[src/rtl/rom_load_sequencer.sv]
// ROM download router and core reset sequencer: filters data_io traffic by index, splits it into
// equal-size regions and holds the core in reset until a valid load. Option: ROM_LOAD_CHECKSUM_EN.
module rom_load_sequencer #(
  parameter int unsigned NUM_REGIONS    = 4,
  parameter int unsigned REGION_AW      = 14,
  parameter logic [7:0]  ROM_INDEX      = 8'd0,
  parameter int unsigned EXPECTED_BYTES = 65536,
  parameter int unsigned RESET_HOLD     = 1024
`ifdef ROM_LOAD_CHECKSUM_EN
  ,
  parameter logic [7:0]  EXPECTED_SUM   = 8'd0
`endif
) (
  input  logic                   clk_sys,
  input  logic                   reset,
  input  logic                   ioctl_downl,
  input  logic [7:0]             ioctl_index,
  input  logic                   ioctl_wr,
  input  logic [24:0]            ioctl_addr,
  input  logic [7:0]             ioctl_dout,
  input  logic                   reset_req,
  output logic [NUM_REGIONS-1:0] region_we,
  output logic [REGION_AW-1:0]   region_addr,
  output logic [7:0]             region_data,
  output logic                   core_reset,
  output logic                   rom_loaded,
  output logic                   load_error,
  output logic [24:0]            bytes_loaded
`ifdef ROM_LOAD_CHECKSUM_EN
  ,
  output logic [7:0]             checksum
`endif
);

  localparam int unsigned HoldW = $clog2(RESET_HOLD + 1);

  typedef enum logic [1:0] {StIdle, StLoading, StHold, StRun} state_e;

  state_e                 state_q, state_d;
  logic                   downl_q;
  logic [HoldW-1:0]       hold_q, hold_d;
  logic [24:0]            bytes_q, bytes_d;
  logic                   range_err_q, range_err_d;
  logic                   rom_loaded_q, rom_loaded_d;
  logic                   load_error_q, load_error_d;
  logic                   core_reset_q, core_reset_d;
  logic [NUM_REGIONS-1:0] region_we_q, region_we_d;
  logic [REGION_AW-1:0]   region_addr_q, region_addr_d;
  logic [7:0]             region_data_q, region_data_d;
  logic [7:0]             sum_q, sum_d;

  logic        dl_start, dl_end, start_load, wr_ok, in_range, load_ok;
  logic [24:0] region_sel, bytes_inc;

  assign dl_start   = ioctl_downl & ~downl_q & (ioctl_index == ROM_INDEX);
  assign dl_end     = ~ioctl_downl & downl_q;
  assign start_load = dl_start & (state_q != StLoading);
  assign wr_ok      = (state_q == StLoading) & ioctl_wr;
  assign region_sel = ioctl_addr >> REGION_AW;
  assign in_range   = region_sel < 25'(NUM_REGIONS);
  assign bytes_inc  = (bytes_q == '1) ? bytes_q : bytes_q + 25'd1;

  always_comb begin
    state_d       = state_q;
    hold_d        = hold_q;
    bytes_d       = bytes_q;
    range_err_d   = range_err_q;
    rom_loaded_d  = rom_loaded_q;
    load_error_d  = load_error_q;
    region_we_d   = '0;
    region_addr_d = region_addr_q;
    region_data_d = region_data_q;
    sum_d         = sum_q;

    // A write coincident with the end of load is folded in before the validity check.
    if (wr_ok) begin
      bytes_d = bytes_inc;
      sum_d   = sum_q + ioctl_dout;
      if (in_range) begin
        for (int unsigned i = 0; i < NUM_REGIONS; i++) begin
          region_we_d[i] = (region_sel == 25'(i));
        end
        region_addr_d = ioctl_addr[REGION_AW-1:0];
        region_data_d = ioctl_dout;
      end else begin
        range_err_d = 1'b1;
      end
    end

`ifdef ROM_LOAD_CHECKSUM_EN
    load_ok = (bytes_d == 25'(EXPECTED_BYTES)) && !range_err_d && (sum_d == EXPECTED_SUM);
`else
    load_ok = (bytes_d == 25'(EXPECTED_BYTES)) && !range_err_d;
`endif

    if (start_load) begin
      state_d      = StLoading;
      bytes_d      = '0;
      rom_loaded_d = 1'b0;
      load_error_d = 1'b0;
      range_err_d  = 1'b0;
      sum_d        = '0;
    end else begin
      unique case (state_q)
        StIdle: ;
        StLoading: begin
          if (dl_end) begin
            if (load_ok) begin
              rom_loaded_d = 1'b1;
              hold_d       = HoldW'(RESET_HOLD);
              state_d      = StHold;
            end else begin
              load_error_d = 1'b1;
              state_d      = StIdle;
            end
          end
        end
        StHold: begin
          if (reset_req) begin
            hold_d = HoldW'(RESET_HOLD);
          end else if (hold_q <= HoldW'(1)) begin
            state_d = StRun;
          end else begin
            hold_d = hold_q - HoldW'(1);
          end
        end
        StRun: begin
          if (reset_req) begin
            hold_d  = HoldW'(RESET_HOLD);
            state_d = StHold;
          end
        end
        default: state_d = StIdle;
      endcase
    end

    core_reset_d = (state_d != StRun);
  end

  always_ff @(posedge clk_sys or posedge reset) begin
    if (reset) begin
      state_q       <= StIdle;
      // Treat downl as already high so a download in flight across reset is not re-accepted.
      downl_q       <= 1'b1;
      hold_q        <= '0;
      bytes_q       <= '0;
      range_err_q   <= 1'b0;
      rom_loaded_q  <= 1'b0;
      load_error_q  <= 1'b0;
      core_reset_q  <= 1'b1;
      region_we_q   <= '0;
      region_addr_q <= '0;
      region_data_q <= '0;
      sum_q         <= '0;
    end else begin
      state_q       <= state_d;
      downl_q       <= ioctl_downl;
      hold_q        <= hold_d;
      bytes_q       <= bytes_d;
      range_err_q   <= range_err_d;
      rom_loaded_q  <= rom_loaded_d;
      load_error_q  <= load_error_d;
      core_reset_q  <= core_reset_d;
      region_we_q   <= region_we_d;
      region_addr_q <= region_addr_d;
      region_data_q <= region_data_d;
      sum_q         <= sum_d;
    end
  end

  assign region_we    = region_we_q;
  assign region_addr  = region_addr_q;
  assign region_data  = region_data_q;
  assign core_reset   = core_reset_q;
  assign rom_loaded   = rom_loaded_q;
  assign load_error   = load_error_q;
  assign bytes_loaded = bytes_q;
`ifdef ROM_LOAD_CHECKSUM_EN
  assign checksum     = sum_q;
`else
  logic unused_sum;
  assign unused_sum = ^sum_q;
`endif

endmodule

[config.mk]
export PLATFORM = sky130hd
export DESIGN_NAME = rom_load_sequencer
export DESIGN_NICKNAME = d
export VERILOG_FILES = /design/src/rtl/rom_load_sequencer.sv
export SDC_FILE = /design/constraint.sdc
export NUM_CORES = 1
export LEC_CHECK = 0
export CAP_MARGIN = 20
export CELL_PAD_IN_SITES_DETAIL_PLACEMENT = 1
export CELL_PAD_IN_SITES_GLOBAL_PLACEMENT = 1
export CORE_MARGIN = 4
export CORE_UTILIZATION = 48
export DETAILED_ROUTE_END_ITERATION = 16
export DONT_BUFFER_PORTS = 1
export PLACE_DENSITY_LB_ADDON = 0.1
export SYNTH_ARGS = -nofsm -noshare
export SYNTH_HDL_FRONTEND = slang
export SYNTH_SLANG_ARGS = --single-unit
[constraint.sdc]
create_clock -name clk_sys -period 4.2 [get_ports clk_sys]
set_clock_uncertainty 0.1 [all_clocks]
set_input_delay 0.84 -clock clk_sys [delete_from_list [all_inputs] [get_ports clk_sys]]
set_output_delay 0.84 -clock clk_sys [all_outputs]
set_load 0.05 [all_outputs]
==> results.py <==
metrics = {
    "outcome": {
        "outcome": "finished, final reports clean",
    },
    "worst_setup_path": {
        "reg2regPathDepth": 9,
        "maximum_fanout_count_along_the_critical_path": 7,
        "critical_path_required_ns": 4.34,
        "worst-setup-path-type": "reg2reg",
        "end_kind": "register",
        "critical_register_to_register_path_startpoint": "bytes_loaded[16]",
        "r2r_setup_slk_ns": 0.62,
        "critPathArrivalTime_ns": 3.72,
        "critPathLaunchType": "register",
        "r2r-end": "hold_q[1]",
    },
    "clocking": {
        "clock_tree_from_tritoncts": "built",
        "cts.root.buffer_cell": "clkbuf_8",
        "post_cts.repair.setup_buffers": 0,
        "numClockSinks": 69,
        "cts_hold_repair.buffers": 0,
        "htreeDepth": 3,
        "clk_pin_slew_worst_paths_ns": 0.08,
        "cts_resized": 0,
        "max-clock-path-buffers": 2,
        "tritoncts_buffers": 9,
        "insertion_delay_ns": 0.36,
    },
    "route": {
        "antenna_violating_nets_post_route": 0,
        "drtIter0Drc": 131,
        "totalWireLength_um": 11000,
        "wl_per_cell_um": 20.8,
        "detailedRoute.firstPassIterationCount": 4,
        "post_drt_via_cell_ratio": 6.12,
        "vias": 3236,
        "drc_errors": 0,
    },
    "min_path": {
        "hold_class": "in2reg",
        "hold-path-endpoint": "downl_q",
        "worstHoldPathCells": 0,
        "min-delay-start": "ioctl_downl",
    },
    "cells_and_area": {
        "layout-drive-gt1-share_pct": 20.4,
        "final_cell_mix": "dfrtp_1 (67), nor2_1 (51), nand2_1 (49), buf_4 (31), mux2_2 (23)",
        "antenna-diode-count": 0,
        "final_common_cell": "dfrtp_1",
        "net_count_reported_at_finish": 471,
        "layout.core_utilization_pct": 55.5,
        "area_delta_synth_final_pct": 12.2,
    },
    "floorplanning": {
        "die_area_sq_um": 9460,
        "floorplan_row_count": 32,
        "dieHeight_um": 97.3,
        "initial_utilization_pct": 49.5,
        "die_w_um": 97.3,
        "coreArea_sq_um": 7730,
        "ioPinCount": 100,
    },
    "sta": {
        "final_hold_viol_count": 0,
        "achievable-frequency_mhz": 279,
        "setup_total_negative_slack_ns": 0,
        "final_period_minus_worst_setup_slack_ns": 3.58,
        "tightestPinTransition_ns": 0.944,
        "slew_violations": 0,
        "final.period_utilization_pct": 85.2,
        "rsz0062_at_grt": "no",
        "final-setup-viol-count": 0,
        "slew_headroom_pct": 37.0,
    },
    "global_route": {
        "number_of_global_route_vias_before_repair": 3467,
        "maximum_number_of_pins_on_one_net_before_global_route_repair": 48,
        "grt-ovfl-total": 0,
        "antenna_found_initial": 0,
        "gr-usage-all-layers_pct": 24.2,
        "grt_pass1_wl_um": 18500,
    },
    "logic_synthesis": {
        "postSynthAreaPerCell_sq_um": 9.63,
        "yosysTopAreaCellShare_pct": 43.8,
        "synth_fp_nets": 446,
        "synth-seq-cells": 69,
        "synth_edf_count": 0,
        "ys_seq_area_share_pct": 45.2,
        "ys_top_cells_by_area": "dfrtp_1 (44%), mux2_2 (6.8%), nor2_1 (5.1%)",
        "top_flip_flop_cell_by_instance_count_after_synthesis": "dfrtp_1",
        "ys_types": 62,
        "yosysWarnings": 0,
        "post_synth_inst_count": 397,
        "post-synth-top-area-cell": "dfrtp_1",
        "synth_async_sr_flop_share_pct": 100,
        "mappedNetlistArea_sq_um": 3820,
    },
    "power_and_ir_drop": {
        "combinationalPowerShare_pct": 10.2,
        "switchingPower_mw": 0.418,
        "max-vdd-ir-drop_mv": 0.257,
        "power_per_cell_area_nw_per_um2": 318,
        "leakage_nw": 1.94,
        "power_report.internal_total_mw": 0.947,
        "power_frac_clock_pct": 39.0,
        "p_seq_share_pct": 50.8,
        "sw_share_pct": 30.6,
    },
    "place": {
        "portBuffers": 0,
        "place_congestion": 0.875,
        "dp.final_hpwl_um": 8160,
    },
    "run": {
        "cap_viol_max_count": 0,
    },
}
## metrics by stage
| stage | setup WS [ns] | std cells | total power, mW | instance area [sq um] | hold WS [ns] |
|---|---|---|---|---|---|
| 2_1_floorplan | 0.728 | 397 | 0.800 | 3820 | 0.350 |
| 3_3_place_gp | 0.649 | 513 | 0.840 | 4100 | 0.375 |
| 3_5_place_dp | 0.637 | 513 | 0.844 | 4100 | 0.395 |
| 4_1_cts | 0.627 | 529 | 1.38 | 4290 | 0.371 |
| 5_1_grt | 0.359 | 529 | 1.43 | 4290 | 0.356 |
| 6_report | 0.622 | 529 | 1.36 | 4290 | 0.381 |
## state kept, by name, summed over array words and instances (netlist names)
register / cells
region_we: 4
core_reset: 1
region_addr: 14
bytes_loaded: 25
hold_q: 11
load_error: 1
rom_loaded: 1
range_err_q: 1
state_q: 2
downl_q: 1
region_data: 8
## synth_stat cells, types with 7 or more instances
cell type	count
o21ai_0	8
a21oi_1	13
mux2_2	23
xnor2_1	14
nor4_1	8
dfrtp_1	67
buf_2	7
xor2_1	13
nand3_1	21
nand4_1	11
clkbuf_1	8
nor2_1	52
nand2_1	49
## layout make-up
| cell class | count | area (sq um) |
|---|---|---|
| Tap cell | 102 | 128 |
| Sequential cell | 69 | 1730 |
| Timing Repair Buffer | 31 | 233 |
| Clock inverter | 7 | 62.6 |
| Clock buffer | 9 | 124 |
| Inverter | 6 | 22.5 |
| Fill cell | 879 | 3440 |
| Multi-Input combinational cell | 305 | 1990 |
## metal layers
layer / share of wire (%) / global-route usage, %
met4: 1.6 / 7.77
met2: 46 / 36.8
met3: 7.6 / 8.61
met5: 0 / 0
met1: 44 / 32.2
## how the worst max path moves through the flow
stage / depth (start not counted) / from / to / slack, ns
after floorplan: 10 / bytes_loaded[0] / hold_q[1] / 0.73
after global placement: 8 / ioctl_wr / hold_q[8] / 0.65
after detailed placement: 8 / ioctl_wr / hold_q[8] / 0.64
after CTS: 9 / bytes_loaded[16] / hold_q[1] / 0.63
after global routing: 8 / bytes_loaded[16] / hold_q[1] / 0.36
final: 9 / bytes_loaded[16] / hold_q[1] / 0.62
## critical path, cell delays in order (launching register included)
cell	delay, ns
dfrtp_1	0.73
nand3_1	0.26
nor3_4	0.40
a21oi_2	0.15
a311oi_1	0.37
nor2_1	0.08
or4b_1	0.55
nor4_2	0.51
a311o_1	0.26
o21ai_1	0.06
## cells by family after synthesis
| logic type | count (synthesis) | share of synthesized area (%) |
|---|---|---|
| buffers and inverters | 23 | 2.78 |
| adder cells (fa/ha/maj) | 3 | 0.981 |
| AND/OR/NAND/NOR | 192 | 26.6 |
| flip-flops | 69 | 45.2 |
| multiplexers | 27 | 7.82 |
| AO/OA/AOI/OAI | 56 | 10.5 |
| XOR/XNOR | 27 | 6.18 |
## power groups by stage
stage / clock network (mW) / registers, mW / logic (mW)
after floorplan: 0 / 0.740 / 0.0601
after global placement: 0 / 0.706 / 0.134
after detailed placement: 0 / 0.707 / 0.138
after CTS: 0.543 / 0.694 / 0.140
after global routing: 0.577 / 0.697 / 0.153
final: 0.532 / 0.694 / 0.139
(Power assumes the default switching activity.)
